## src/rtl/gp_pkg.sv

```systemverilog
// Shared constants for the grasspopper datapath: block width, bit-counter width
// and the deserializer FSM states.
package gp_pkg;
   localparam int GP_BLOCK_W = 128;
   localparam int GP_CNT_W   = $clog2(GP_BLOCK_W);

   typedef enum logic {
      GP_DS_IDLE,
      GP_DS_SHIFT
   } gp_ds_state_e;
endpackage

```

## src/rtl/gp_block_fifo.sv

```systemverilog
// Small block FIFO with a registered head output that holds its last value
// when the buffer drains.
module gp_block_fifo
   import gp_pkg::*;
#(
   parameter int BLOCK_W = GP_BLOCK_W,
   parameter int DEPTH   = 2
) (
   input  logic               clk,
   input  logic               reset,
   input  logic               push_i,
   input  logic               pop_i,
   input  logic [BLOCK_W-1:0] din_i,
   output logic [BLOCK_W-1:0] dout_o,
   output logic               full_o,
   output logic               empty_o
);
   localparam int PTR_W = (DEPTH > 1) ? $clog2(DEPTH) : 1;
   localparam int CNT_W = $clog2(DEPTH + 1);

   logic [BLOCK_W-1:0] mem_q [DEPTH];
   logic [BLOCK_W-1:0] dout_q, dout_d;
   logic [PTR_W-1:0]   wr_ptr_q, wr_ptr_d, rd_ptr_q, rd_ptr_d;
   logic [CNT_W-1:0]   count_q, count_d;
   logic               do_push, do_pop;

   function automatic logic [PTR_W-1:0] ptr_inc(input logic [PTR_W-1:0] p);
      return (p == PTR_W'(DEPTH - 1)) ? '0 : p + PTR_W'(1);
   endfunction

   always_comb begin
      do_pop   = pop_i && (count_q != '0);
      do_push  = push_i && ((count_q != CNT_W'(DEPTH)) || do_pop);
      count_d  = count_q + CNT_W'(do_push) - CNT_W'(do_pop);
      rd_ptr_d = do_pop ? ptr_inc(rd_ptr_q) : rd_ptr_q;
      wr_ptr_d = do_push ? ptr_inc(wr_ptr_q) : wr_ptr_q;
      dout_d   = dout_q;
      // New head is the post-write contents of the slot at the next read pointer
      if (count_d != '0) begin
         if (do_push && (wr_ptr_q == rd_ptr_d)) dout_d = din_i;
         else                                   dout_d = mem_q[rd_ptr_d];
      end
   end

   always_ff @(posedge clk) begin
      if (do_push) mem_q[wr_ptr_q] <= din_i;
   end

   always_ff @(posedge clk or posedge reset) begin
      if (reset) begin
         wr_ptr_q <= '0;
         rd_ptr_q <= '0;
         count_q  <= '0;
         dout_q   <= '0;
      end else begin
         wr_ptr_q <= wr_ptr_d;
         rd_ptr_q <= rd_ptr_d;
         count_q  <= count_d;
         dout_q   <= dout_d;
      end
   end

   assign dout_o  = dout_q;
   assign full_o  = (count_q == CNT_W'(DEPTH));
   assign empty_o = (count_q == '0);
endmodule

```

## src/rtl/gp_deserializer.sv

```systemverilog
// Reassembles the encoder's busy-qualified serial stream into BLOCK_W-bit blocks
// (first bit received lands in the MSB) and buffers them for a valid/ready consumer.
module gp_deserializer
   import gp_pkg::*;
#(
   parameter  int BLOCK_W    = GP_BLOCK_W,
   parameter  int FIFO_DEPTH = 2,
   localparam int CNT_W      = $clog2(BLOCK_W)
) (
   input  logic               clk,
   input  logic               reset,
   input  logic               ser_i,
   input  logic               busy_i,
   input  logic               clear_i,
   output logic [BLOCK_W-1:0] block_o,
   output logic               valid_o,
   input  logic               ready_i,
   output logic               short_o,
   output logic               overrun_o,
   output logic [CNT_W-1:0]   bit_cnt_o
);
   // The final bit of a block comes straight from ser_i, so only BLOCK_W-1 bits are held.
   logic [BLOCK_W-2:0] sr_q;
   logic [CNT_W-1:0]   cnt_q;
   gp_ds_state_e       state_q;
   logic               short_q, overrun_q;

   logic fifo_full, fifo_empty, pop, last_bit, short_set, overrun_set;

   assign last_bit    = busy_i && (cnt_q == CNT_W'(BLOCK_W - 1));
   assign pop         = valid_o && ready_i;
   assign short_set   = (state_q == GP_DS_SHIFT) && !busy_i && (cnt_q != '0);
   assign overrun_set = last_bit && fifo_full && !pop;

   gp_block_fifo #(
      .BLOCK_W (BLOCK_W),
      .DEPTH   (FIFO_DEPTH)
   ) u_fifo (
      .clk     (clk),
      .reset   (reset),
      .push_i  (last_bit),
      .pop_i   (pop),
      .din_i   ({sr_q, ser_i}),
      .dout_o  (block_o),
      .full_o  (fifo_full),
      .empty_o (fifo_empty)
   );

   always_ff @(posedge clk or posedge reset) begin
      if (reset) begin
         state_q   <= GP_DS_IDLE;
         sr_q      <= '0;
         cnt_q     <= '0;
         short_q   <= 1'b0;
         overrun_q <= 1'b0;
      end else begin
         case (state_q)
            GP_DS_IDLE:  if (busy_i)  state_q <= GP_DS_SHIFT;
            GP_DS_SHIFT: if (!busy_i) state_q <= GP_DS_IDLE;
            default:                  state_q <= GP_DS_IDLE;
         endcase

         if (busy_i) begin
            sr_q  <= {sr_q[BLOCK_W-3:0], ser_i};
            cnt_q <= last_bit ? '0 : cnt_q + CNT_W'(1);
         end else begin
            cnt_q <= '0;
         end

         if (short_set)    short_q <= 1'b1;
         else if (clear_i) short_q <= 1'b0;

         if (overrun_set)  overrun_q <= 1'b1;
         else if (clear_i) overrun_q <= 1'b0;
      end
   end

   assign valid_o   = !fifo_empty;
   assign short_o   = short_q;
   assign overrun_o = overrun_q;
   assign bit_cnt_o = cnt_q;
endmodule
```

## config.mk

```make
export PLATFORM = sky130hd
export DESIGN_NAME = gp_deserializer
export DESIGN_NICKNAME = d
export VERILOG_FILES = /design/src/rtl/gp_pkg.sv /design/src/rtl/gp_block_fifo.sv /design/src/rtl/gp_deserializer.sv
export SDC_FILE = /design/constraint.sdc
export NUM_CORES = 1
export LEC_CHECK = 0
export CAP_MARGIN = 25
export CORE_MARGIN = 1
export CORE_UTILIZATION = 45
export DETAILED_ROUTE_END_ITERATION = 10
export PLACE_DENSITY = 0.75
export SYNTH_ARGS = -nofsm -noshare
export SYNTH_HDL_FRONTEND = slang
export SYNTH_SLANG_ARGS = --single-unit
```

## constraint.sdc

```tcl
create_clock -name clk -period 8.5 [get_ports clk]
set_input_delay 1.7 -clock clk [delete_from_list [all_inputs] [get_ports clk]]
set_output_delay 1.7 -clock clk [all_outputs]
set_load 0.01 [all_outputs]
```

### Word level (Yosys, flattened, before mapping)

Memory sizes are Yosys's and may differ from the RTL's. A register that Yosys moved wholly into a read port is not among the register bits.
Cells that the tools add are included.

| word-level totals | value |
|---|---|
| flip-flop bits (word level) | 141 |
| word-level logic and storage cells | 46 |
| ROM bits | 0 |
| bits in latches | 0 |
| input bits | 6 |
| memory bits (writable) | 256 |
| memories kept | 1 |
| output and inout bits | 138 |

Memories:

| name | words | bits a word | read ports | clocked after memory_dff | write ports | line | source |
|---|---|---|---|---|---|---|---|
| u_fifo.mem_q | 2 | 128 | 1 | 1 | 1 | gp_block_fifo.sv:21 | `logic [BLOCK_W-1:0] mem_q [DEPTH];` |

| operators by class | value |
|---|---|
| bitwise logic cells | 0 |
| magnitude comparators | 0 |
| reduce and logical (&&, ||, !) cells | 18 |
| mux-type cells | 11 |
| $mul | 0 |
| equality and inequality tests | 3 |
| $add $sub $neg | 5 |
| divide/modulo/power cells | 0 |
| shift-type cells | 0 |

Operator list:

| operator | number |
|---|---|
| $mux 7 | 2 |
| $mux 1 | 9 |
| $logic_and 1x1->1 | 8 |
| $reduce_bool 2->1 | 4 |
| $add 7x1->7 const B | 1 |
| $eq 7x7->1 const B | 1 |
| $reduce_bool 7->1 | 1 |
| $logic_not 1->1 | 3 |
| $add 1x1->1 const B | 2 |
| $add 2x1->2 | 1 |
| $eq 2x2->1 const B | 1 |
| $logic_not 2->1 | 1 |
| $ne 2x2->1 const B | 1 |
| $sub 2x1->2 | 1 |
| $logic_or 1x1->1 | 1 |

### Logic depth before layout (Yosys ltp)

| logic depth | value |
|---|---|
| depth after elaboration | 9 |
| depth in mapped cells | 10 |
| mapped depth without buffers | 8 |

### Hierarchy

From an unflattened synthesis, not the netlist that was laid out.

| unflattened totals | value |
|---|---|
| cell total of the unflattened synthesis | 1460 |
| area, all modules | 20474.6 um^2 |

Modules (own cells, without submodules):

| module | area an instance (um^2) | cells each | times used |
|---|---|---|---|
| gp_block_fifo | 15232.1 | 1142 | 1 |
| gp_deserializer | 5242.5 | 318 | 1 |

### Worst setup path before layout

No wires, ideal clock.

| path | value |
|---|---|
| kind | input to register |
| start point | input port busy_i |
| end point | register u_fifo.dout_q[10] (netlist: u_fifo.dout_o[10]), read port of u_fifo.mem_q |
| stages | 8 |
| setup slack | -2000 ps |
| data arrival time | 10404 ps |
| path through | buf_2 nand4_2 nor4b_2 mux2i_2 buf_2 buf_4 and3_1 o31ai_1 |

| between the ends | value |
|---|---|
| cells in the longest elaborated chain, start to end | 5 |

Ends and longest elaborated chain:

| item | line | source |
|---|---|---|
| start, declared | gp_deserializer.sv:13 | `input logic busy_i,` |
| $logic_and 1x1->1 | gp_deserializer.sv:30 | `assign last_bit = busy_i && (cnt_q == CNT_W'(BLOCK_W - 1));` |
| $logic_and 1x1->1 | gp_block_fifo.sv:33 | `do_push = push_i && ((count_q != CNT_W'(DEPTH)) \|\| do_pop);` |
| $add 2x1->2 | gp_block_fifo.sv:34 | `count_d = count_q + CNT_W'(do_push) - CNT_W'(do_pop);` |
| $sub 2x1->2 | gp_block_fifo.sv:34 |  |
| $reduce_bool 2->1 | gp_block_fifo.sv:39 | `if (count_d != '0) begin` |
| end, declared | gp_block_fifo.sv:22 | `logic [BLOCK_W-1:0] dout_q, dout_d;` |

No other way between the ends.
A chain may end at the register's enable or synchronous reset.

### Final worst setup path

| path | value |
|---|---|
| start point | input port ready_i |
| end point | register u_fifo.dout_q[21] (netlist: u_fifo.dout_o[21]), read port of u_fifo.mem_q |

| between the ends | value |
|---|---|
| cells in the longest elaborated chain, start to end | 7 |

Ends and longest elaborated chain:

| item | line | source |
|---|---|---|
| start, declared | gp_deserializer.sv:17 | `input logic ready_i,` |
| $logic_and 1x1->1 (*) | gp_deserializer.sv:31 | `assign pop = valid_o && ready_i;` |
| $logic_and 1x1->1 (*) | gp_block_fifo.sv:32 | `do_pop = pop_i && (count_q != '0);` |
| $logic_or 1x1->1 | gp_block_fifo.sv:33 |  |
| $logic_and 1x1->1 | gp_block_fifo.sv:33 |  |
| $add 2x1->2 | gp_block_fifo.sv:34 |  |
| $sub 2x1->2 | gp_block_fifo.sv:34 |  |
| $reduce_bool 2->1 | gp_block_fifo.sv:39 |  |

Every way passes the cells marked *; elsewhere a longest branch is shown, timed or not.

==> impl_metrics.tcl <==
set metrics [dict create \
    synth.avg_cell_area_um2 12.9 \
    root_buffer "clkbuf_16" \
    portBuffers 143 \
    num_vias 12200 \
    p_leak_nw 10.1 \
    cts_resized 0 \
    row_count 77 \
    finalSetupViolCount 0 \
    clock_skew_ns 0.0231 \
    synth_top_family_by_area "simple AND/OR/NAND/NOR gates" \
    grt_max_degree 185 \
    die_h_um 215 \
    clkSinkCount 525 \
    finalHoldViolations 0 \
    synthAdderAreaFrac_pct 0.184 \
    drive_above_1_share_pct 13.7 \
    h-tree-depth 2 \
    sw_frac_of_total_pct 31.1 \
    maxCapViolCount 0 \
    grt_pass1_wl_um 67700 \
    grt_usage_pct 18.2 \
    synth.area.top_cells "edfxtp_1, dfrtp_1, nand2_1" \
    worstMarginPinSlew_ns 1.11 \
    path_clk_slew_ns 0.06 \
    synth_simple_gate_area_share_pct 14.3 \
    synth.distinct_cells 34 \
    final_common_cell "nand2_1" \
    synth_top_area_cell "edfxtp_1" \
    syn_inst 1572 \
    area_growth_syn_to_layout_pct 18.2 \
    pre_cts_slack_ns 3.38 \
    cts_hold_buffers 0 \
    ioPinCount 144 \
    post_cts_buffers 0 \
    cts_buffers 50 \
    period_share_pct 52.3 \
    worstPathMaxFanout 82 \
    dieArea_um2 46100 \
    setup_slack_ns 4.06 \
    fin_nets 1694 \
    crit_required_ns 8.93 \
    synth.top_cell.area_share_pct 37.8 \
    cts_tree "done" \
    synthesis.area_um2 20400 \
    avgRoutedWirePerCell_um 17.7 \
    peakVddDrop_uv 241 \
    antenna_found_initial 0 \
    critPathLaunchType "input port" \
    seq_area_frac_synth_pct 70.8 \
    layout_common_cells "nand2_1, dfrtp_1, edfxtp_1, clkdlybuf4s50_1, and3_1" \
    synthMuxAreaShare_pct 7.14 \
    drc 0 \
    clkPwrFrac_pct 32.9 \
    dp_hpwl_um 21600 \
    yosysWarningCount 0 \
    drtIter0Drc 1031 \
    status "finished, final reports clean" \
    wirelength_um 41100 \
    seqPwrFrac_pct 44.3 \
    gp_congestion 0.737 \
    grt_pass1_vias 12500 \
    max_freq_mhz 225 \
    cp-end-kind "flip-flop" \
    firstDrtPassIters 5 \
    cp.arrival_ns 4.87 \
    start_util_pct 45.8 \
    synth.net_count 1581 \
    rsz0062_at_grt "false" \
    ys_ff_latch 525 \
    overflow 0 \
    hold_class "flip-flop to flip-flop" \
    diodes 0 \
    die_w_um 215 \
    tns_ns 0 \
    period_needed_ns 4.44 \
    synth_xor_area_share_pct 0.467 \
    internal-power_mw 4.76 \
    postRouteAntennaNets 0 \
    slew_headroom_pct 25.8 \
    coreArea_um2 44400 \
    vias_per_cell 5.27 \
    path_class "input port to flip-flop" \
    synth_compound_area_share_pct 4.79 \
    powerDensity_nw_per_um2 287 \
    slew_violations 0 \
    cts.path.max_buffers 3 \
    p_switching_mw 2.15 \
    clk_latency_ns 0.59 \
    comb_power_share_pct 22.7 \
]
worst max-delay path: stages:
cell and delay (ns):
clkdlybuf4s50_1 0.47, o21ai_1 0.25, inv_1 0.09, ha_1 0.20, xnor2_1 0.16, or2_2 0.31
mux2i_4 0.14, buf_4 0.50, buf_4 0.76, o31ai_1 0.20
cell type report:
| cell class | count | area (um2) |
|---|---|---|
| timing repair buffer | 160 | 1640 |
| sequential | 525 | 14400 |
| clock buffer | 75 | 1460 |
| multi-input combinational | 940 | 5530 |
| clock inverter | 19 | 246 |
| tap | 592 | 741 |
| fill | 3593 | 20300 |
| inverter | 8 | 36.3 |
power groups by stage:
stage / combinational [mW] / clock, mW / sequential [mW]
2_1_floorplan: 1.01 / 0 / 3.09
3_3_place_gp: 1.56 / 0 / 3.10
5_1_grt: 1.74 / 2.42 / 3.08
6_report: 1.57 / 2.27 / 3.06
3_5_place_dp: 1.60 / 0 / 3.11
4_1_cts: 1.61 / 2.33 / 3.06
state kept, by name, indices dropped and copies added, names as in the netlist:
register         flops
short_o              1
sr_q               127
overrun_o            1
state_q              1
u_fifo.wr_ptr_q      1
u_fifo.count_q       2
u_fifo.rd_ptr_q      1
u_fifo.dout_o      128
u_fifo.mem_q       256
bit_cnt_o            7
per-layer routing:
layer  part of all wire [%]  global-route usage (%)  wire length (um)  vias up
li1                       -                       -                 -     5745
met1                     45                    24.8             18400     6173
met3                    4.6                    2.95              1900       58
met2                     49                    30.1             20000      254
met5                      0                       0                 0        -
met4                    2.1                    5.86               844        0
cells by family (layout without fill, tap and decap cells):
logic type | count (synthesis) | count (layout)
AOI/OAI and AO/OA | 131 | 131
buffers and inverters | 107 | 262
and+or+nand+nor | 667 | 667
DFF | 525 | 525
xor gates and xnor gates | 10 | 10
adders and majority gates | 3 | 3
muxes | 129 | 129
Yosys cell counts:
library cell  instances
nand4_2               1
nand3b_1              2
mux2i_1               1
buf_6                 1
nor3b_4               1
nand3_2               1
nor4_2                1
xnor2_1               4
nand3_1               2
ha_1                  3
buf_2                32
nor4_1                2
nor2b_1               1
xor2_1                5
edfxtp_1            256
dfrtp_1             269
mux2i_2               1
buf_1                17
and2_1                3
nand4_1               1
nor2_1              130
nand2_1             387
buf_4                 1
o21ai_1               1
or2_2                 2
inv_1                 8
o31ai_1             128
clkbuf_1             48
nor4b_2               1
o21ai_0               2
xor2_2                1
nor3_2                1
and3_1              131
mux2_2              127
worst paths after layout:
| check | start | endpoint | slack, ns | cells past startpoint |
|---|---|---|---|---|
| hold / removal | u_fifo.dout_o[94] | u_fifo.dout_o[94] | 0.47 | 2 |
| min in group asynchronous | reset | bit_cnt_o[1] | 1.60 | 2 |
| setup / recovery | ready_i | u_fifo.dout_o[21] | 4.06 | 10 |
| setup reg to reg | u_fifo.count_q[0] | u_fifo.dout_o[21] | 5.12 | 9 |
| hold reg to reg | u_fifo.dout_o[94] | u_fifo.dout_o[94] | 0.47 | 2 |
| max in group asynchronous | reset | sr_q[35] | 5.43 | 3 |
metrics by stage:
step	instances	area [um2]	total power [mW]	utilization, %	hold slack, ns
floorplan	1572	20400	4.09	-	0.454
global placement	2223	22300	4.66	50.2	0.462
detailed placement	2223	22300	4.70	50.2	0.466
CTS	2317	24000	7.00	54.1	0.478
global route	2319	24100	7.24	54.2	0.498
finish	2319	24100	6.90	54.2	0.473
No activity file was read; power rests on OpenSTA's default activity.
